<file path="src/rtl/cdr_loop_ctrl.sv">
`default_nettype none
// ============================================================================
//  Module      : cdr_loop_ctrl
//  Description : CDR fractional-divider loop controller. Collects phase
//                detector early/late votes over fixed windows, raises a
//                held adjust request (o_T / o_E) until acknowledged, applies
//                a post-adjust settle interval and reports loop lock.
//                Optional feature macro: CDR_LOOP_STATS_EN (adjust counters).
//  Revision    : 1.0 - initial release
// ============================================================================
module cdr_loop_ctrl #(
  parameter int WIN      = 16,
  parameter int THRESH   = 4,
  parameter int HOLDOFF  = 4,
  parameter int LOCK_WIN = 3,
  parameter int ACK_TO   = 255
) (
  input  logic       i_clk,
  input  logic       i_rst,
  input  logic       i_en,
  input  logic       i_restart,
  input  logic       i_pd_valid,
  input  logic       i_pd_early,
  input  logic       i_pd_late,
  input  logic       i_adj_ack,
  output logic       o_T,
  output logic       o_E,
  output logic       o_locked,
  output logic       o_err,
`ifdef CDR_LOOP_STATS_EN
  output logic [7:0] o_nb_adj_early,
  output logic [7:0] o_nb_adj_late,
`endif
  output logic [2:0] o_state
);

  localparam int CW  = $clog2(WIN + 1);
  localparam int CWX = CW + 1;

  typedef enum logic [2:0] {
    S_IDLE    = 3'd0,
    S_ACQ     = 3'd1,
    S_DECIDE  = 3'd2,
    S_ADJUST  = 3'd3,
    S_HOLDOFF = 3'd4
  } state_t;

  state_t        state_q, state_d;
  logic [CW-1:0] smp_cnt_q, smp_cnt_d;
  logic [CW-1:0] early_cnt_q, early_cnt_d;
  logic [CW-1:0] late_cnt_q, late_cnt_d;
  logic [7:0]    ho_cnt_q, ho_cnt_d;
  logic [7:0]    to_cnt_q, to_cnt_d;
  logic [3:0]    lock_cnt_q, lock_cnt_d;
  logic          t_q, t_d;
  logic          e_q, e_d;
  logic          locked_q, locked_d;
  logic          err_q, err_d;

  // Votes are compared one bit wider so that cnt + THRESH cannot wrap.
  logic          vote_late, vote_early;
  assign vote_late  = {1'b0, late_cnt_q}  >= ({1'b0, early_cnt_q} + CWX'(THRESH));
  assign vote_early = {1'b0, early_cnt_q} >= ({1'b0, late_cnt_q}  + CWX'(THRESH));

  // Next-state and output decode; enable and restart override the FSM.
  always_comb begin
    state_d     = state_q;
    smp_cnt_d   = smp_cnt_q;
    early_cnt_d = early_cnt_q;
    late_cnt_d  = late_cnt_q;
    ho_cnt_d    = ho_cnt_q;
    to_cnt_d    = to_cnt_q;
    lock_cnt_d  = lock_cnt_q;
    t_d         = t_q;
    e_d         = e_q;
    locked_d    = locked_q;
    err_d       = 1'b0;

    if (!i_en) begin
      state_d     = S_IDLE;
      smp_cnt_d   = '0;
      early_cnt_d = '0;
      late_cnt_d  = '0;
      ho_cnt_d    = '0;
      to_cnt_d    = '0;
      lock_cnt_d  = '0;
      t_d         = 1'b0;
      e_d         = 1'b0;
      locked_d    = 1'b0;
    end else if (i_restart) begin
      state_d     = S_ACQ;
      smp_cnt_d   = '0;
      early_cnt_d = '0;
      late_cnt_d  = '0;
      ho_cnt_d    = '0;
      to_cnt_d    = '0;
      lock_cnt_d  = '0;
      t_d         = 1'b0;
      e_d         = 1'b0;
      locked_d    = 1'b0;
    end else begin
      case (state_q)
        S_IDLE: begin
          state_d     = S_ACQ;
          smp_cnt_d   = '0;
          early_cnt_d = '0;
          late_cnt_d  = '0;
        end
        S_ACQ: begin
          if (i_pd_valid) begin
            smp_cnt_d = smp_cnt_q + CW'(1);
            if (i_pd_early && !i_pd_late) early_cnt_d = early_cnt_q + CW'(1);
            if (i_pd_late && !i_pd_early) late_cnt_d = late_cnt_q + CW'(1);
            if (smp_cnt_q == CW'(WIN - 1)) state_d = S_DECIDE;
          end
        end
        S_DECIDE: begin
          if (vote_late || vote_early) begin
            state_d    = S_ADJUST;
            t_d        = 1'b1;
            e_d        = vote_late;
            lock_cnt_d = '0;
            locked_d   = 1'b0;
            to_cnt_d   = '0;
          end else begin
            state_d     = S_ACQ;
            smp_cnt_d   = '0;
            early_cnt_d = '0;
            late_cnt_d  = '0;
            if (lock_cnt_q != 4'(LOCK_WIN)) lock_cnt_d = lock_cnt_q + 4'd1;
            locked_d = (lock_cnt_d == 4'(LOCK_WIN));
          end
        end
        S_ADJUST: begin
          // Ack takes precedence over a timeout landing on the same edge.
          if (i_adj_ack) begin
            t_d = 1'b0;
            e_d = 1'b0;
            if (HOLDOFF == 0) begin
              state_d     = S_ACQ;
              smp_cnt_d   = '0;
              early_cnt_d = '0;
              late_cnt_d  = '0;
            end else begin
              state_d  = S_HOLDOFF;
              ho_cnt_d = '0;
            end
          end else if (to_cnt_q == 8'(ACK_TO - 1)) begin
            t_d         = 1'b0;
            e_d         = 1'b0;
            err_d       = 1'b1;
            state_d     = S_ACQ;
            smp_cnt_d   = '0;
            early_cnt_d = '0;
            late_cnt_d  = '0;
          end else begin
            to_cnt_d = to_cnt_q + 8'd1;
          end
        end
        S_HOLDOFF: begin
          if (i_pd_valid) begin
            if (ho_cnt_q == 8'(HOLDOFF - 1)) begin
              state_d     = S_ACQ;
              smp_cnt_d   = '0;
              early_cnt_d = '0;
              late_cnt_d  = '0;
            end else begin
              ho_cnt_d = ho_cnt_q + 8'd1;
            end
          end
        end
        default: state_d = S_IDLE;
      endcase
    end
  end

  // State, counter and output registers.
  always_ff @(posedge i_clk or negedge i_rst) begin
    if (!i_rst) begin
      state_q     <= S_IDLE;
      smp_cnt_q   <= '0;
      early_cnt_q <= '0;
      late_cnt_q  <= '0;
      ho_cnt_q    <= '0;
      to_cnt_q    <= '0;
      lock_cnt_q  <= '0;
      t_q         <= 1'b0;
      e_q         <= 1'b0;
      locked_q    <= 1'b0;
      err_q       <= 1'b0;
    end else begin
      state_q     <= state_d;
      smp_cnt_q   <= smp_cnt_d;
      early_cnt_q <= early_cnt_d;
      late_cnt_q  <= late_cnt_d;
      ho_cnt_q    <= ho_cnt_d;
      to_cnt_q    <= to_cnt_d;
      lock_cnt_q  <= lock_cnt_d;
      t_q         <= t_d;
      e_q         <= e_d;
      locked_q    <= locked_d;
      err_q       <= err_d;
    end
  end

  assign o_T      = t_q;
  assign o_E      = e_q;
  assign o_locked = locked_q;
  assign o_err    = err_q;
  assign o_state  = state_q;

`ifdef CDR_LOOP_STATS_EN
  logic [7:0] nb_early_q, nb_early_d;
  logic [7:0] nb_late_q, nb_late_d;
  logic       adj_entry;

  assign adj_entry = (state_q == S_DECIDE) && (state_d == S_ADJUST);

  // Saturating per-direction adjust counters; only the hard reset clears them.
  always_comb begin
    nb_early_d = nb_early_q;
    nb_late_d  = nb_late_q;
    if (adj_entry && !e_d && (nb_early_q != 8'hFF)) nb_early_d = nb_early_q + 8'd1;
    if (adj_entry && e_d && (nb_late_q != 8'hFF))   nb_late_d  = nb_late_q + 8'd1;
  end

  // Adjust statistics registers.
  always_ff @(posedge i_clk or negedge i_rst) begin
    if (!i_rst) begin
      nb_early_q <= '0;
      nb_late_q  <= '0;
    end else begin
      nb_early_q <= nb_early_d;
      nb_late_q  <= nb_late_d;
    end
  end

  assign o_nb_adj_early = nb_early_q;
  assign o_nb_adj_late  = nb_late_q;
`endif

endmodule
`default_nettype wire

</file>
<file path="config.mk">
export PLATFORM = sky130hd
export DESIGN_NAME = cdr_loop_ctrl
export DESIGN_NICKNAME = d
export VERILOG_FILES = /design/src/rtl/cdr_loop_ctrl.sv
export SDC_FILE = /design/constraint.sdc
export NUM_CORES = 1
export LEC_CHECK = 0
export ABC_AREA = 1
export ABC_CLOCK_PERIOD_IN_PS = 3000
export CORE_MARGIN = 2
export CORE_UTILIZATION = 60
export CTS_CLUSTER_SIZE = 14
export DETAILED_ROUTE_END_ITERATION = 10
export GPL_TIMING_DRIVEN = 0
export HOLD_SLACK_MARGIN = 0.1
export PLACE_DENSITY = 0.89
export SLEW_MARGIN = 20
export SYNTH_ARGS = -nofsm -noshare
export SYNTH_HDL_FRONTEND = slang
export SYNTH_SLANG_ARGS = --single-unit
</file>
<file path="constraint.sdc">
create_clock -name i_clk -period 3 [get_ports i_clk]
set_input_delay 0.45 -clock i_clk [delete_from_list [all_inputs] [get_ports i_clk]]
set_output_delay 0.45 -clock i_clk [all_outputs]
set_load 0.01 [all_outputs]
</file>
-- After elaboration in Yosys (flattened, before gate mapping)
Cells that the tools add are included.
- reductions and logical operators: 13
- multiplexer cells: 69
- $add $sub $neg: 8
- order comparisons: 2
- equal/unequal tests: 27
- operators by type and width (operator ; count):
    5-bit 2-to-1 mux ; 16
    8-bit 2-to-1 mux ; 10
    5-bit case mux with 5 select lines ; 3
    4-bit inequality test (second input constant) ; 13
    4-bit 2-to-1 mux ; 9
    8-bit case mux with 2 select lines ; 2
    3-bit 2-to-1 mux ; 8
    1-bit 2-to-1 mux ; 17
    8-bit by 1-bit adder with 8-bit output (second input constant) ; 2
    8-bit AND reduction ; 2
    5-bit by 1-bit adder with 5-bit output (second input constant) ; 3
    3-bit case mux with 5 select lines ; 1
    5-bit by 3-bit adder with 6-bit output (second input constant) ; 2
    5-bit by 6-bit greater-or-equal comparator with 1-bit output ; 2
    8-bit by 2-bit == test with 1-bit output (second input constant) ; 1
    8-bit == test (second input constant) ; 1
    4-bit by 1-bit inequality test with 1-bit output (second input constant) ; 2
    4-bit AND reduction ; 2
    7-bit by 1-bit inequality test with 1-bit output (second input constant) ; 1
    7-bit AND reduction ; 1
    3-bit by 2-bit == test with 1-bit output (second input constant) ; 2
    5-bit by 4-bit == test with 1-bit output (second input constant) ; 1
    5-bit inequality test (second input constant) ; 1
    5-bit AND reduction ; 1
    13 further kinds ; 16
- flip-flop bits (word level): 42
- output and inout port bits: 7
- word-level logic and storage cells: 130
- input bits: 8

-- Depth between registers and ports, before layout
Gate-level depths: netlist (run 1).
- word-level depth: 12
- mapped depth: 13

-- Least setup slack after synthesis (run 1)
OpenSTA, ideal clock, no wires.
- kind: reg-to-reg
- start: reg early_cnt_q[2]
- end: reg early_cnt_q[0]
- path buffers: 0
- path slack: 0.906 ns
- stages on the path, launching flop included: 14
- data arrival time: 1.972 ns
- library setup time: 0.122 ns
- clock period less this slack: 2.094 ns
- cells stage by stage: dfrtp_1 -> ha_1 -> inv_1 -> ha_1 -> nand2_1 -> nand2_1 -> a21oi_1 -> nand2_1 -> nand2_1 -> nand2_1 -> nand2_2 -> nand2_1 -> o21bai_1 -> nand2_1
- cells in the longest elaborated chain, start to end: 5
- elaborated cells between the ends (all ways): 6
- RTL lines (what ; RTL line ; source):
    start, declared ; 50 ; logic [CW-1:0] early_cnt_q, early_cnt_d;
    start signal, assigned ; 194 ; early_cnt_q <= early_cnt_d;
    5-bit by 3-bit adder with 6-bit output ; 62 ; assign vote_late = {1'b0, late_cnt_q} >= ({1'b0, early_cnt_q} + CWX'(THRESH));
    5-bit by 6-bit greater-or-equal comparator with 1-bit output ; 62 ;
    1-bit logical OR (*) ; 118 ; if (vote_late || vote_early) begin
    4-bit inequality test (no line) (*) ; n/a ;
    8-bit AND reduction (no line) (*) ; n/a ;
Mark *: on every way between the ends. The rest lies on a longest branch, timed or not.
A chain may end at the register's enable or synchronous reset.

-- Final worst setup path (run 1)
- start: reg early_cnt_q[2]
- end: reg early_cnt_q[1]
Same word-level chain as after synthesis.

==> flow_summary.yaml, run 1 <==
status:
  outcome: "complete, no violations"
sta:
  max_freq_ghz: 0.3926
  worst_pin_slew_ns: 0.4803
  setup_viol: 0
  rsz0062_at_grt: "no"
  finalCriticalPeriod_ns: 2.547
  hold_viol: 0
  relSlewSlack: 0.6779
  setup-tns-final_ns: 0
  skew_ns: 0.006319
  fin_crit_sh: 0.8491
  holdWs_ns: 0.4752
  final_max_slew_viol_count: 0
detailed_routing:
  drcViolationCount: 0
  drt-initial-drc-count: 93
  firstDrtPassIters: 4
  viasPerCell: 5.553
  wl_mm: 5.734
  num_vias: 2560
  ant_nets: 0
  wire_per_inst_um: 12.44
yosys:
  yosysSeqAreaShare: 0.3691
  yosys.area_share.xor_xnor: 0.02460
  muxShareOfSynthArea: 0
  synth-adder-area-share: 0.08348
  synthesis.area_um2: 2848
  ys_seq_elements: 42
  synth_compound_area_frac: 0.1243
  avgSynthCellArea_um2: 7.435
  yosys.area_share.simple: 0.3168
  syn-instance-count: 383
  syn_nets: 410
  synth_top_family_by_area: "simple AND/OR/NAND/NOR gates"
  yosys_warnings: 0
  synth.distinct_cells: 33
final_layout:
  layout-drive-gt1-share: 0.1204
  antenna_cells: 0
  fin_util: 0.6813
  syn_to_final_growth_pct: 11.51
  stdcell_count: 461
  finalNetCount: 433
floorplan:
  rows: 25
  num_io_pins: 15
  chipWidth_um: 72.89
  initial_core_util: 0.6110
  die_area_um2: 5313
  design.core.area_um2: 4661
  die_h_um: 72.89
worst_setup_path:
  worstPathCellList: "ha_1, inv_1, ha_1, nand2_1, nand2_1, a21oi_1, nand2_1, nand2_1, nand2_1, nand2_2, nand2_1, o21bai_1, nand2_1"
  crit_top_cell: "nand2_1"
  crit_start: "early_cnt_q[2]"
  rr_startpoint: "early_cnt_q[2]"
  endpoint_kind: "register"
  critPathLaunchType: "register"
  path_class: "reg -> reg"
  crit_arrival_ns: 2.73
  rr_worst_depth: 13
  cpMaxStageDelayCell: "dfrtp_1"
  crit_fanout: 10
  critPathMaxStageDelay_ns: 0.46
  cp.required_ns: 3.19
global_routing:
  antenna_found_initial: 0
  grt_pass1_wl_mm: 10.18
  overflow: 0
  grt_pass1_vias: 2477
  grt_use_total: 0.2445
  grt_max_degree: 32
cts:
  cts-root-buf: "clkbuf_8"
  insertion_delay_ns: 0.30
  h-tree-depth: 2
  clkTransAtPathRegs_ns: 0.08
  cts_resized: 0
  cts_made_buffers: 5
  cts_sinks: 42
  cts_tree: "yes"
  post-cts-setup-buffers: 0
  clockBufferDepth: 2
pwr:
  p_per_area_nw_per_um2: 343.4
  p_leak_nw: 1.617
  irDropWorstVdd_uv: 204.3
  p_total_mw: 1.090
placed_design:
  io_buffers: 14
  place_hpwl_mm: 4.444
  dp.cells: 452
  place_congestion: 0.8777
min_path:
  hold_path.class: "reg -> reg"
  hold_depth: 2
  worstHoldStart: "o_T"
flow_run:
  maxCapViolCount: 0
-- cell families (layout without fill, tap and decap cells) --
logic type | after synthesis | in the layout
compound gates | 61 | 61
xor+xnor | 8 | 8
fa+ha+maj | 19 | 19
buf+inv | 61 | 85
flops | 42 | 42
simple gates | 192 | 192
-- metrics by stage --
stage                     cell area [um2]  worst slack [ns]
after global placement               3055            0.3974
after detailed placement             3070            0.4677
after floorplan                      2848            0.9062
after global routing                 3176            0.1555
after CTS                            3176            0.4509
final                                3176            0.4528
-- sequential cells by signal, summed over array words and instances (netlist names) --
register     cells
late_cnt_q       5
lock_cnt_q       4
to_cnt_q         8
smp_cnt_q        5
ho_cnt_q         8
o_err            1
early_cnt_q      5
o_state          3
o_locked         1
o_E              1
o_T              1
-- metal layers --
layer  routed length, um  global-route usage
met2                2894              0.4293
met5                   0                   0
met4                 116              0.1070
met1                2522              0.2916
met3                 201             0.04420
-- synth_stat cells, drive strengths merged --
| cell | n | area share |
|---|---|---|
| nand2 | 99 | 0.14 |
| inv | 60 | 0.079 |
| dfrtp | 42 | 0.37 |
| nor2 | 40 | 0.067 |
| nand3 | 37 | 0.067 |
| o21ai | 28 | 0.049 |
| ha | 19 | 0.083 |
| a21oi | 14 | 0.025 |
| o21bai | 11 | 0.029 |
| nor3 | 6 | 0.016 |
| xor2 | 6 | 0.018 |
| nand4 | 5 | 0.018 |
| o22ai | 3 | 0.0066 |
| or2 | 3 | 0.0066 |
| xnor2 | 2 | 0.0062 |
| a21boi | 1 | 0.0040 |
| a41oi | 1 | 0.0031 |
| buf | 1 | 0.0026 |
| nand2b | 1 | 0.0022 |
| nand3b | 1 | 0.0026 |
| o211ai | 1 | 0.0026 |
| o21a | 1 | 0.0026 |
| o31ai | 1 | 0.0026 |
-- critical path, delay by kind of cell (launching register included) --
| kind | cells | cell delay, ns |
|---|---|---|
| simple gates | 8 | 1.00 |
| fa+ha+maj | 2 | 0.60 |
| flops | 1 | 0.46 |
| compound gates | 2 | 0.34 |
| buf+inv | 1 | 0.04 |
-- area by class of cell --
class / count / area, um2
buffer: 1 / 7.507
fill: 384 / 1485
clock buffer: 6 / 82.58
sequential: 42 / 1051
timing repair buffer: 16 / 165.2
tap: 54 / 67.56
clock inverter: 2 / 12.51
inverter: 60 / 225.2
multi-input combinational: 280 / 1564
-- final timing paths --
kind / end / slack, ns
min in group asynchronous: to_cnt_q[7] / 0.56
max in group asynchronous: late_cnt_q[2] / 1.99
worst max register to register: early_cnt_q[1] / 0.45
worst max-delay path: early_cnt_q[1] / 0.45
worst min-delay path: o_T / 0.48
worst min register to register: o_T / 0.48
-- where the power goes --
| part | leakage, nW | switching [mW] | total [mW] | internal (mW) |
|---|---|---|---|---|
| Sequential | 0.584 | 0.0100 | 0.583 | 0.573 |
| Clock | 0.0472 | 0.197 | 0.382 | 0.185 |
| Combinational | 0.986 | 0.0821 | 0.126 | 0.0436 |
-- layout by cell type, fill, tap and decap left out, types with 3 or more instances in the layout --
cell type | netlist | routed
or2_2 | 3 | 3
o22ai_1 | 3 | 3
ha_1 | 19 | 19
inv_1 | 49 | 49
nand2_1 | 91 | 91
o21bai_1 | 11 | 11
inv_2 | 11 | 11
nand2_2 | 8 | 8
clkdlybuf4s50_1 | 0 | 13
nand3_1 | 36 | 36
nor2_2 | 7 | 7
nor2_1 | 31 | 31
clkbuf_8 | 0 | 6
dfrtp_1 | 42 | 42
nand4_2 | 3 | 3
o21ai_1 | 13 | 13
xor2_1 | 6 | 6
o21ai_0 | 15 | 15
nor3_1 | 4 | 4
a21oi_1 | 14 | 14
-- what timing repair did --
action / CTS / global route
hold buffers: 1 / 0
endpoints found under the setup margin: 0 / 0
endpoints found under the hold margin: 11 / 0
Power figures use the tool's default switching activity.
==> inputs of run 2 (changes only) <==
--- a/config.mk
+++ b/config.mk
@@ -6,14 +6,14 @@
 export NUM_CORES = 1
 export LEC_CHECK = 0
 export ABC_AREA = 1
-export ABC_CLOCK_PERIOD_IN_PS = 3000
+export ABC_CLOCK_PERIOD_IN_PS = 2150
 export CORE_MARGIN = 2
-export CORE_UTILIZATION = 60
+export CORE_UTILIZATION = 54
 export CTS_CLUSTER_SIZE = 14
 export DETAILED_ROUTE_END_ITERATION = 10
 export GPL_TIMING_DRIVEN = 0
 export HOLD_SLACK_MARGIN = 0.1
-export PLACE_DENSITY = 0.89
+export PLACE_DENSITY = 0.85
 export SLEW_MARGIN = 20
 export SYNTH_ARGS = -nofsm -noshare
 export SYNTH_HDL_FRONTEND = slang
==> constraint.sdc (replaced) <==
create_clock -name i_clk -period 2.15 [get_ports i_clk]
set_input_delay 0.3225 -clock i_clk [delete_from_list [all_inputs] [get_ports i_clk]]
set_output_delay 0.3225 -clock i_clk [all_outputs]
set_load 0.01 [all_outputs]
==> run 2 against run 1 <==
- the flow now finishes with violations (setup timing)
- utilization is 0.78 points higher
- final cell count is 6.7% higher
- die area is 10% higher
- maximum frequency is 15% higher
- non-clock buffer count is 13 higher
- register-to-register slack worse by 0.52 ns
- global-route usage is 0.80 points lower
- largest power group unchanged
==> flow_summary.yaml, run 2 (synthesized netlist as in run 1, its figures left out) <==
placed_design:
  place_hpwl_mm: 4.477
  place_congestion: 0.8484
  io_buffers: 14
  dpl_cell_area_um2: 3098
  pre_cts_ws_ns: -0.3820
pwr:
  share_seq_of_total_power: 0.496
  p_clk_frac: 0.387
  p_sw_frac: 0.2605
  power_frac_comb: 0.117
  p_int_mw: 1.212
  p_switching_uw: 426.9
  p_leak_nw: 1.728
  irDropWorstVdd_uv: 325.3
  p_per_area_nw_per_um2: 465.6
sta:
  rsz0062_at_grt: "yes"
  final_max_slew_viol_count: 0
  setup-tns-final_ns: -0.3150
  setup_viol: 15
  fin_crit_sh: 1.029
  skew_ns: 0.01563
  finalCriticalPeriod_ns: 2.213
  worst_pin_slew_ns: 0.5858
  setup_slack_ns: -0.06281
  relSlewSlack: 0.6090
  holdWs_ns: 0.4747
  hold_viol: 0
  max_freq_ghz: 0.4519
flow_run:
  maxCapViolCount: 0
cts:
  clockBufferDepth: 2
  cts-root-buf: "clkbuf_8"
  cts_made_buffers: 5
  h-tree-depth: 2
  clkTransAtPathRegs_ns: 0.09
  insertion_delay_ns: 0.31
  cts_tree: "yes"
  cts_sinks: 42
detailed_routing:
  wl_mm: 7.406
  wire_per_inst_um: 15.05
  num_vias: 2743
  drt-initial-drc-count: 292
  ant_nets: 0
  firstDrtPassIters: 7
  viasPerCell: 5.575
  drcViolationCount: 0
global_routing:
  grt_max_degree: 24
  grt_pass1_vias: 2561
  antenna_found_initial: 0
  grt_pass1_wl_mm: 11.42
  grt_use_total: 0.2365
  overflow: 0
floorplan:
  die_area_um2: 5871
  rows: 26
  die_h_um: 76.62
  num_io_pins: 15
  chipWidth_um: 76.62
  design.core.area_um2: 5107
  initial_core_util: 0.5576
worst_setup_path:
  endpoint_kind: "register"
  cp.required_ns: 2.35
  critPathLaunchType: "register"
  crit_fanout: 6
  path_class: "reg -> reg"
  reg2reg_setup_slack_ns: -0.06
  crit_arrival_ns: 2.41
final_layout:
  layout-drive-gt1-share: 0.1943
  final_cell_mix: "85 x nand2_1, 48 x inv_1, 40 x dfrtp_1"
  reg_top3: "ho_cnt_q: 8 flops, to_cnt_q: 8 flops"
  fill_cells: 383
  fin_util: 0.6891
  final_common_cell: "nand2_1"
  design_area_um2: 3520
  finalNetCount: 448
  antenna_cells: 0
  syn_to_final_growth_pct: 23.59
status:
  outcome: "finished, violations left"
  violations: "setup timing"
min_path:
  hold_path.class: "reg -> reg"
[run 2: cell types whose count changed in the layout (fill, tap and decap cells not counted), sizes merged]
cell,change
clkbuf,+1
clkinv,-1
a21boi,+1
nand2,+1
buf,+13
bufinv,+1
clkinvlp,-1
[run 2: repair_timing]
item                                    in CTS  in global routing
endpoints found under the hold margin       19                  0
buffers inserted                             6                  7
cloned                                       1                  1
gates resized for setup                     12                 22
endpoints found under the setup margin      22                 24
pin swaps                                    3                 25
hold buffers                                 1                  0
[run 2: metal layers]
| metal | up-vias | global-route usage | share of wire |
|---|---|---|---|
| met2 | 99 | 0.4159 | 0.51 |
| met4 | 0 | 0.08000 | 0.043 |
| met1 | 1279 | 0.2968 | 0.40 |
| met5 | - | 0 | 0 |
| met3 | 39 | 0.03436 | 0.051 |
| li1 | 1326 | - | - |
[run 2: through the flow]
| stage | power [mW] | cells |
|---|---|---|
| 6_report | 1.639 | 492 |
| 5_1_grt | 1.695 | 492 |
| 4_1_cts | 1.634 | 484 |
| 3_5_place_dp | 1.006 | 468 |
| 3_3_place_gp | 0.9939 | 467 |
| 2_1_floorplan | 0.9298 | 383 |
[run 2: power by group through the flow]
stage | clock network, mW | registers [mW] | logic (mW)
floorplan | 0 | 0.828 | 0.102
global placement | 0 | 0.828 | 0.166
detailed placement | 0 | 0.829 | 0.177
CTS | 0.639 | 0.813 | 0.181
global route | 0.669 | 0.815 | 0.211
finish | 0.634 | 0.814 | 0.191
[run 2: cell type report]
class,instances,area [um2],share of cell area
buffer,1,7.507,0.002133
clock buffer,7,76.32,0.02169
clock inverter,1,30.03,0.008532
inverter,60,225.2,0.06399
multi-input combinational,282,1762,0.5005
sequential,42,1054,0.2993
tap,70,87.58,0.02488
timing repair buffer,29,277.8,0.07892
[run 2: critical path, stage by stage, from the launching register on]
cell	delay [ns]
dfrtp_1	0.45
ha_4	0.29
inv_2	0.04
ha_4	0.21
nand2_1	0.06
nand2_1	0.09
a21oi_2	0.16
nand2_1	0.09
nand2_2	0.13
nand2_4	0.12
nand2_8	0.14
nand2_8	0.07
o21bai_1	0.16
nand2_1	0.09
[run 2: worst paths after layout]
path / depth (start not counted) / start / end
max in group asynchronous: 3 / i_rst / late_cnt_q[2]
worst max register to register: 13 / early_cnt_q[3] / late_cnt_q[4]
min in group asynchronous: 2 / i_rst / to_cnt_q[3]
worst min-delay path: 2 / o_T / o_T
worst max-delay path: 13 / early_cnt_q[3] / late_cnt_q[4]
worst min register to register: 2 / o_T / o_T
==> inputs of run 3 (changes only) <==
--- a/config.mk
+++ b/config.mk
@@ -6,14 +6,14 @@
 export NUM_CORES = 1
 export LEC_CHECK = 0
 export ABC_AREA = 1
-export ABC_CLOCK_PERIOD_IN_PS = 2150
+export ABC_CLOCK_PERIOD_IN_PS = 2300
 export CORE_MARGIN = 2
-export CORE_UTILIZATION = 54
+export CORE_UTILIZATION = 60
 export CTS_CLUSTER_SIZE = 14
 export DETAILED_ROUTE_END_ITERATION = 10
 export GPL_TIMING_DRIVEN = 0
 export HOLD_SLACK_MARGIN = 0.1
-export PLACE_DENSITY = 0.85
+export PLACE_DENSITY = 0.89
 export SLEW_MARGIN = 20
 export SYNTH_ARGS = -nofsm -noshare
 export SYNTH_HDL_FRONTEND = slang
==> constraint.sdc (replaced) <==
create_clock -name i_clk -period 2.3 [get_ports i_clk]
set_input_delay 0.345 -clock i_clk [delete_from_list [all_inputs] [get_ports i_clk]]
set_output_delay 0.345 -clock i_clk [all_outputs]
set_load 0.01 [all_outputs]
==> run 3 against run 2 <==
- the run now ends clean
- power shrank 12%
- worst hold slack got worse by 0.028 ns
- sequential share of layout area rose by 0.98 points
==> flow_summary.yaml, run 3 (synthesized netlist as in run 1, its figures left out) <==
floorplan:
  die_area_um2: 5313
  rows: 25
  num_io_pins: 15
  die_h_um: 72.89
  design.core.area_um2: 4661
  initial_core_util: 0.6110
  chipWidth_um: 72.89
worst_setup_path:
  critPathMaxStageDelay_ns: 0.46
  endpoint_kind: "register"
  worst-path-buf-inv: 1
  path_class: "reg -> reg"
  cpMaxStageDelayCell: "dfrtp_2"
  reg2reg_setup_slack_ns: 0.08
  crit_start: "early_cnt_q[2]"
  crit_fanout: 6
  crit_top_cell: "nand2_1"
  reg2reg_to: "late_cnt_q[4]"
  cp_num_cells: 12
  crit_arrival_ns: 2.46
  critPathLaunchType: "register"
  crit_path_end: "late_cnt_q[4]"
  worstPathCellList: "ha_4, inv_1, ha_1, nand2_1, nand2_1, a21oi_2, nand2_1, nand2_2, nand2_4, a21boi_2, nand3_1, nand2_1"
  rr_worst_depth: 12
  cp.required_ns: 2.55
  crit_family: "simple AND/OR/NAND/NOR gates"
  rr_startpoint: "early_cnt_q[2]"
sta:
  setup-tns-final_ns: 0
  skew_ns: 0.005205
  worst_pin_slew_ns: 0.5370
  setup_viol: 0
  holdWs_ns: 0.4471
  fin_crit_sh: 0.9641
  final_max_slew_viol_count: 0
  finalCriticalPeriod_ns: 2.217
  hold_viol: 0
  relSlewSlack: 0.6416
  max_freq_ghz: 0.4510
cts:
  cts_tree: "yes"
  cts-root-buf: "clkbuf_8"
  clockBufferDepth: 2
  h-tree-depth: 2
  cts_sinks: 42
  insertion_delay_ns: 0.30
  cts_made_buffers: 5
  clkTransAtPathRegs_ns: 0.08
global_routing:
  use_met3: 0.04420
  use_met1: 0.2916
  grt_use_total: 0.2445
  antenna_found_initial: 0
  grt_max_degree: 32
  overflow: 0
  met2_usage: 0.4293
  grt_pass1_wl_mm: 10.18
  grt_pass1_vias: 2475
  grt_busiest_layer: "met2"
flow_run:
  maxCapViolCount: 0
pwr:
  p_per_area_nw_per_um2: 422.1
  p_leak_nw: 1.705
  irDropWorstVdd_uv: 271.8
final_layout:
  finalNetCount: 448
  final_common_cell: "nand2_1"
  syn_to_final_growth_pct: 19.82
  stdcell_count: 476
  design_area_um2: 3412
  layout-drive-gt1-share: 0.1872
  final_cell_mix: "87 x nand2_1, 49 x inv_1, 39 x dfrtp_1"
  antenna_cells: 0
  reg_top3: "ho_cnt_q: 8 flops, to_cnt_q: 8 flops"
placed_design:
  io_buffers: 14
  dpl_cell_area_um2: 3070
  dp.cells: 452
  place_hpwl_mm: 4.444
  place_congestion: 0.8777
detailed_routing:
  num_vias: 2714
  viasPerCell: 5.702
  drcViolationCount: 0
  ant_nets: 0
  firstDrtPassIters: 4
  wire_per_inst_um: 14.07
  drt-initial-drc-count: 132
  wl_mm: 6.699
status:
  outcome: "complete, no violations"
min_path:
  hold_path.class: "in -> async"
==> run 3: cell type report <==
cell class	instances	area [um2]
flip-flops and latches	42	1055
well taps	54	67.56
fillers	342	1249
multi-input cells	281	1688
inverters	60	225.2
plain buffers	1	11.26
clock buffers	6	82.58
repair buffers	30	270.3
clock inverters	2	12.51
==> run 3: power by group <==
group          total, mW  switching [mW]  internal, mW
clock              0.510           0.268         0.241
sequential         0.760          0.0133         0.747
combinational      0.170           0.111        0.0588
==> run 3: through the flow <==
step | util | setup slack, ns | power [mW]
final | 0.7321 | 0.08268 | 1.440
after detailed placement | 0.6588 | -0.2323 | 0.9378
after CTS | 0.6862 | 0.004529 | 1.437
after global routing | 0.7321 | -0.08720 | 1.491
after global placement | 0.6556 | -0.1976 | 0.9281
after floorplan | - | 0.2062 | 0.8691
==> run 3: repair_timing <==
| action | in CTS | in global routing |
|---|---|---|
| pin swaps | 0 | 6 |
| hold endpoints to repair | 11 | 0 |
| gates cloned | 0 | 1 |
| endpoints found under the setup margin | 10 | 25 |
| hold buffers | 1 | 0 |
| setup buffers | 0 | 14 |
| resized for setup | 5 | 18 |
==> run 3: layer usage <==
layer	vias up	wire length (um)
met5	-	0
met4	0	203
met3	23	321
met2	75	3419
met1	1298	2755
li1	1318	-
==> run 3: how the worst min path moves through the flow <==
stage / endpoint / cells past startpoint
4_1_cts: to_cnt_q[7] / 2
5_1_grt: to_cnt_q[7] / 2
2_1_floorplan: early_cnt_q[0] / 0
3_5_place_dp: to_cnt_q[7] / 1
3_3_place_gp: smp_cnt_q[4] / 2
6_report: to_cnt_q[7] / 2
